`config.mk`:
```
export PLATFORM = sky130hd
export DESIGN_NAME = bcd_conversion_ctrl
export DESIGN_NICKNAME = d
export VERILOG_FILES = /design/src/rtl/bcd_conversion_ctrl.sv
export SDC_FILE = /design/constraint.sdc
export NUM_CORES = 1
export LEC_CHECK = 0
export ABC_AREA = 1
export BUFFER_PORTS_ARGS = -buffer_cell sky130_fd_sc_hd__buf_4
export CAP_MARGIN = 20
export CORE_ASPECT_RATIO = 1.1
export CORE_MARGIN = 2
export CORE_UTILIZATION = 30
export DETAILED_ROUTE_END_ITERATION = 6
export SLEW_MARGIN = 20
export SYNTH_ARGS = -nofsm -noshare
export SYNTH_HDL_FRONTEND = slang
export SYNTH_SLANG_ARGS = --single-unit
```
`constraint.sdc`:
```
create_clock -name clock -period 1.9 [get_ports clock]
set_clock_uncertainty 0.15 [all_clocks]
set_input_delay 0 -clock clock [delete_from_list [all_inputs] [get_ports clock]]
set_output_delay 0 -clock clock [all_outputs]
set_load 0.02 [all_outputs]
```
`src/rtl/bcd_conversion_ctrl.sv`:
```
// Sequential double-dabble binary-to-BCD converter with valid/ready handshakes on both sides.
// Define BCD_CONVERSION_CTRL_SIGNED_EN to treat in_data as two's complement (magnitude + sign_out).
module bcd_conversion_ctrl #(
    parameter int WIDTH  = 8,
    parameter int DIGITS = 3
) (
    input  logic                  clock,
    input  logic                  reset,
    input  logic                  in_valid,
    output logic                  in_ready,
    input  logic [WIDTH-1:0]      in_data,
    output logic                  out_valid,
    input  logic                  out_ready,
    output logic [4*DIGITS-1:0]   bcd_out,
    output logic                  sign_out,
    output logic                  busy
);

    localparam int CNT_W = (WIDTH > 2) ? $clog2(WIDTH) : 1;
    // Decimal digit count of 2^WIDTH-1, using log10(2) ~= 0.30103.
    localparam int MIN_DIGITS = (WIDTH * 30103) / 100000 + 1;

    if (WIDTH < 2) begin : g_bad_width
        $error("bcd_conversion_ctrl: WIDTH must be >= 2");
    end
    if (DIGITS < MIN_DIGITS) begin : g_bad_digits
        $error("bcd_conversion_ctrl: DIGITS too small for WIDTH");
    end

    typedef enum logic [1:0] {
        IDLE  = 2'd0,
        SHIFT = 2'd1,
        DONE  = 2'd2
    } state_t;

    state_t                state, state_nxt;
    logic [CNT_W-1:0]      count;
    logic [WIDTH-1:0]      shift_reg;
    logic [4*DIGITS-1:0]   digits;
    logic [4*DIGITS-1:0]   digits_adj;
    logic [4*DIGITS-1:0]   digits_nxt;
    logic [WIDTH-1:0]      shift_nxt;
    logic [WIDTH-1:0]      in_mag;

    function automatic logic [4*DIGITS-1:0] adjust_digits(input logic [4*DIGITS-1:0] d);
        logic [4*DIGITS-1:0] r;
        r = d;
        for (int i = 0; i < DIGITS; i++) begin
            if (d[4*i +: 4] >= 4'd5) begin
                r[4*i +: 4] = d[4*i +: 4] + 4'd3;
            end
        end
        return r;
    endfunction

`ifdef BCD_CONVERSION_CTRL_SIGNED_EN
    logic signed [WIDTH-1:0] in_signed;
    logic                    sign_reg;
    logic                    sign_q;

    assign in_signed = in_data;
    // Negation stays WIDTH bits: the most negative value maps to its own unsigned pattern.
    assign in_mag    = in_signed[WIDTH-1] ? $unsigned(-in_signed) : in_data;
    assign sign_out  = sign_q;

    always_ff @(posedge clock) begin
        if (reset) begin
            sign_q <= 1'b0;
        end else begin
            if (state == IDLE && in_valid) begin
                sign_reg <= in_data[WIDTH-1];
            end
            if (state == SHIFT && count == '0) begin
                sign_q <= sign_reg;
            end
        end
    end
`else
    assign in_mag   = in_data;
    assign sign_out = 1'b0;
`endif

    // One double-dabble iteration: add-3 correction, then shift the binary MSB into the units digit.
    always_comb begin
        digits_adj = adjust_digits(digits);
        digits_nxt = {digits_adj[4*DIGITS-2:0], shift_reg[WIDTH-1]};
        shift_nxt  = {shift_reg[WIDTH-2:0], 1'b0};
    end

    always_ff @(posedge clock) begin
        if (reset) begin
            state <= IDLE;
        end else begin
            state <= state_nxt;
        end
    end

    always_comb begin
        state_nxt = state;
        in_ready  = 1'b0;
        out_valid = 1'b0;
        busy      = 1'b0;
        case (state)
            IDLE: begin
                in_ready = 1'b1;
                if (in_valid) begin
                    state_nxt = SHIFT;
                end
            end
            SHIFT: begin
                busy = 1'b1;
                if (count == '0) begin
                    state_nxt = DONE;
                end
            end
            DONE: begin
                out_valid = 1'b1;
                if (out_ready) begin
                    state_nxt = IDLE;
                end
            end
            default: begin
                state_nxt = IDLE;
            end
        endcase
    end

    always_ff @(posedge clock) begin
        if (reset) begin
            count   <= '0;
            bcd_out <= '0;
        end else begin
            case (state)
                IDLE: begin
                    if (in_valid) begin
                        shift_reg <= in_mag;
                        digits    <= '0;
                        count     <= CNT_W'(WIDTH - 1);
                    end
                end
                SHIFT: begin
                    digits    <= digits_nxt;
                    shift_reg <= shift_nxt;
                    if (count == '0) begin
                        bcd_out <= digits_nxt;
                    end else begin
                        count <= count - 1'b1;
                    end
                end
                default: begin
                end
            endcase
        end
    end

endmodule

```
# ---- Yosys cells after proc, flatten, opt, wreduce, memory -nomap -nowiden
# Cells that the tools add are included.
dict set report word_totals {
  register_bits 37
  in_bits 12
  output_inout_bits 16
}
dict set report op_classes {
  muxes 17
  add_sub_neg 4
  reduce_logical 7
  n_eq_ne 6
  n_lt_le_gt_ge 3
  n_bitwise 1
}
# cell count
set ops {}
lappend ops {{one-hot mux 12 bit (2 select lines)} 1}
lappend ops {{one-hot mux 8 bit (2 select lines)} 1}
lappend ops {{greater-or-equal comparator 4 x 3 -> 1 bit, second input constant} 3}
lappend ops {{2-to-1 mux 12 bit} 1}
lappend ops {{2-to-1 mux 3 bit} 3}
lappend ops {{AND reduction 3 bit} 3}
lappend ops {{adder 4 x 2 -> 4 bit, second input constant} 2}
lappend ops {{2-to-1 mux 4 bit} 2}
lappend ops {{2-to-1 mux 8 bit} 1}
lappend ops {{!= test 2 bit, second input constant} 4}
lappend ops {{2-to-1 mux 2 bit} 3}
lappend ops {{one-hot mux 2 bit (3 select lines)} 1}
lappend ops {{one-hot mux 3 bit (2 select lines)} 1}
lappend ops {{adder 3 x 2 -> 3 bit, second input constant} 1}
lappend ops {{zero test 3 bit} 1}
lappend ops {{2-to-1 mux 1 bit} 3}
lappend ops {{subtractor 3 x 1 -> 3 bit, second input constant} 1}
lappend ops {{== test 2 x 1 -> 1 bit, second input constant} 1}
lappend ops {{== test 2 bit, second input constant} 1}
lappend ops {{zero test 2 bit} 1}
lappend ops {{AND reduction 2 bit} 1}
lappend ops {{nonzero test 2 bit} 1}
lappend ops {{NOT 1 bit} 1}

# ---- Depth between registers and ports, before layout
dict set report logic_depth {
  ltp_word 3
  mapped_depth 10
  mapped_depth_nobuf 10
}

# ---- Worst setup path after synthesis
# OpenSTA, ideal clock, no wires.
dict set report synth_path {
  path_type {flip-flop to flip-flop}
  from {register state[1]}
  to {register digits[0] (enable)}
  stages_incl_launch_ff 5
  arrival_time_ns 1.498
  path_buffers 0
  period_less_slack_ns 2.045
  slack_ns -0.145
  required_time_ns 1.353
  setup_ns 0.397
  path_cell_list {dfxtp_1 nor2_1 nand2_1 nand2_1 nor2_1}
}
dict set report synth_between {
  elab_chain_len 3
  word_cells_on_any_way 5
  cone_classes {eq/ne: 2; reduce/logical: 3}
}
# item line_no
set synth_lines {}
lappend synth_lines {{from (decl)} 36} ;# state_t state, state_nxt;
lappend synth_lines {{from (signal assigned)} 94} ;# state <= state_nxt;
lappend synth_lines {{== test 2 x 1 -> 1 bit / zero test 2 bit (equally long branches)} 133} ;# case (state)
lappend synth_lines {{nonzero test 2 bit (no source line) / != test 2 bit (equally long branches)} --}
lappend synth_lines {{AND reduction 3 bit (no source line) *} --}
lappend synth_lines {{to (signal assigned)} 142} ;# digits <= digits_nxt;
lappend synth_lines {{to (decl)} 39} ;# logic [4*DIGITS-1:0] digits;
# Mark *: on every way between the ends. The rest lies on a longest branch, timed or not.
# A chain may end at the register's enable or synchronous reset.

# ---- Final worst setup path
dict set report layout_path {
  from {register digits[0]}
  to {register digits[1] (data pin)}
}
dict set report layout_between {
  elab_chain_len 3
  word_cells_on_any_way 4
  cone_classes {add/sub: 1; order compare: 1; mux: 2}
}
# item line_no
set layout_lines {}
lappend layout_lines {{adder 4 x 2 -> 4 bit / greater-or-equal comparator 4 x 3 -> 1 bit (equally long branches)} {50, 49}}
lappend layout_lines {{2-to-1 mux 4 bit *} 49} ;# if (d[4*i +: 4] >= 4'd5) begin
lappend layout_lines {{one-hot mux 12 bit (2 select lines) *} 133}
# Marked as above.

==> flow_metrics.py <==
metrics = {
    "clocking": {
        "clk_pin_slew_ps": 70,
        "cts.sinks": 37,
        "cts_setup_buffers": 0,
        "clockBufferDepth": 2,
        "cts_buffers": 5,
        "ctsRootBufferMaster": "clkbuf_8",
        "insertion_delay_ps": 290,
        "htreeDepth": 2,
        "cts_tree": "yes",
    },
    "yosys": {
        "synth-async-reset-ratio_pct": 0,
        "ys_ff_latch": 37,
        "yosys-top-cells-count": "nand2_1 (64), inv_1 (44), a21oi_1 (20), edfxtp_1 (20), dfxtp_1 (17)",
        "yosys_warnings": 0,
        "synth-seq-area-share_pct": 50.88,
        "syn_inst": 232,
        "ys_types": 20,
        "syn_area_per_cell_sq_um": 7.971,
        "syn-num-nets": 252,
        "synth_top_area_share_pct": 32.48,
        "synth_edf_count": 20,
        "synth.area.top_cells": "edfxtp_1 (32%), dfxtp_1 (18%), nand2_1 (13%), inv_1 (8.9%), a21oi_1 (5.4%)",
        "synth_most_common_cell": "nand2_1",
        "synth_top_area_cell": "edfxtp_1",
        "synth_ff_type": "edfxtp_1",
        "syn_area_sq_um": 1849,
    },
    "place": {
        "port_buffers": 26,
        "place_hpwl_um": 2655,
        "dp.cells": 336,
        "gp_congestion": 0.7587,
    },
    "detailed_routing": {
        "vias": 1543,
        "wl_um": 3763,
        "wl_per_cell_um": 10.60,
        "drc_errors": 0,
        "ant_nets": 0,
        "viasPerCell": 4.346,
        "detailedRoute.firstPassIterationCount": 5,
        "drt_iter0_drc": 53,
    },
    "sta": {
        "hold_slack_ps": 346.4,
        "finalCriticalPeriod_ps": 1607,
        "setup_viol": 0,
        "period_share_pct": 84.57,
        "tns_ps": 0,
        "grt_setup_unrepaired": "false",
        "finalHoldViolCount": 0,
        "maxClockFrequency_mhz": 622.3,
        "slew_violations": 0,
    },
    "floorplan": {
        "core_sq_um": 6081,
        "die_height_um": 86.35,
        "ioPinCount": 28,
        "start_util_pct": 30.41,
        "fp-row-count": 30,
        "die-area_sq_um": 6809,
        "fp.dieW_um": 78.86,
    },
    "power": {
        "powerDensity_nw_per_um2": 885.5,
        "power_leakage_nw": 1.134,
        "ir_worst_vdd_v": 0.0004544,
    },
    "finish": {
        "final_nets": 294,
        "drive_gt1_share_pct": 15.27,
        "n_antenna_cell": 0,
        "finalNonFillerCells": 355,
        "fillers": 643,
        "syn2layout_area_growth_pct": 27.33,
    },
    "critical_path": {
        "cp-start-kind": "flip-flop",
        "worstSetupPathType": "flip-flop to flip-flop",
        "cp_data_arrival_time_ps": 1490,
        "critPathMaxFanout": 5,
        "cp-end-kind": "flip-flop",
        "required_ps": 1780,
    },
    "global_routing": {
        "grt_pass1_vias": 1478,
        "grt_pass1_wl_um": 6603,
        "grt_max_degree": 21,
        "track_usage_pct": 12.40,
        "antenna_found_initial": 0,
        "overflow": 0,
    },
    "worst_hold_path": {
        "min_path_type": "flip-flop to flip-flop",
    },
    "outcome": {
        "status": "completed",
    },
    "job": {
        "drv_cap": 0,
    },
}
-- repair_timing --
| action | in CTS | in global routing |
|---|---|---|
| hold endpoints to repair | 17 | 0 |
| resized for setup | 0 | 0 |
| endpoints found under the setup margin | 0 | 0 |
| hold buffers | 11 | 0 |
-- power by group --
part	internal (W)	leakage (nW)	switching, W
Combinational	0.000174	0.744	0.000275
Sequential	0.000938	0.333	0.0000458
Clock	0.000375	0.0566	0.000276
-- path summary, 6_finish.rpt --
check	startpoint	to	slack, ps	cells after the start
min	count[1]$_SDFFE_PP0P_	count[1]$_SDFFE_PP0P_	350	2
max reg2reg	digits[0]$_SDFFCE_PP0P_	digits[1]$_SDFFCE_PP0P_	290	7
min reg2reg	count[1]$_SDFFE_PP0P_	count[1]$_SDFFE_PP0P_	350	2
max	digits[0]$_SDFFCE_PP0P_	digits[1]$_SDFFCE_PP0P_	290	7
-- kinds of logic (layout without fill, tap and decap cells) --
kind of cell | after synthesis | after routing | share of synthesized area, %
other cells | 1 | 1 | 0.2028
compound gates | 33 | 33 | 8.931
fa+ha+maj | 8 | 8 | 5.413
simple gates | 101 | 101 | 22.87
flops | 37 | 37 | 50.88
buf+inv | 52 | 95 | 11.71
-- cell type report --
type                       instances  area (sq um)  area share, %
sequential                        37         940.9          39.96
multi-input combinational        143         694.4          29.49
timing repair buffer              41         335.3          14.24
inverter                          46         172.7          7.333
clock buffer                       8         111.4          4.729
tap                               80         100.1          4.251
-- cells in the final DEF (no fill, tap or decap), drive strengths merged --
cell / instances
dfxtp: 17
nand2: 64
buf: 30
o21ai: 13
and2: 1
a21oi: 20
dlygate4sd3: 11
nand3: 15
edfxtp: 20
ha: 8
nand4: 4
conb: 1
nor2: 17
clkbuf: 8
inv: 46
-- per-layer routing --
| layer | share of wire, % | vias to the layer above | global-route usage (%) | routed length [um] |
|---|---|---|---|---|
| met3 | 2.9 | 7 | 2.813 | 108 |
| met1 | 46 | 699 | 14.55 | 1727 |
| met5 | 0 | - | 0 | 0 |
| met2 | 49 | 27 | 21.83 | 1860 |
| li1 | - | 810 | - | - |
| met4 | 1.8 | 0 | 5.172 | 67 |
-- critical path: stages (launching register included) --
cell and delay (ps):
edfxtp_1 450, inv_1 120, ha_1 170, inv_1 40, nand2_1 120, nand3_1 130, nand2_1 100, a21oi_1 60
-- through the flow --
step	util (%)	instance area [sq um]	power [W]	setup slack (ps)
after floorplan	-	1852	0.001296	182.6
after global routing	38.72	2355	0.002219	167.1
final	38.72	2355	0.002085	293.2
after global placement	35.08	2133	0.001431	304.8
after CTS	38.72	2355	0.002111	292.9
after detailed placement	35.08	2133	0.001439	302.7
(Power assumes the default switching activity.)
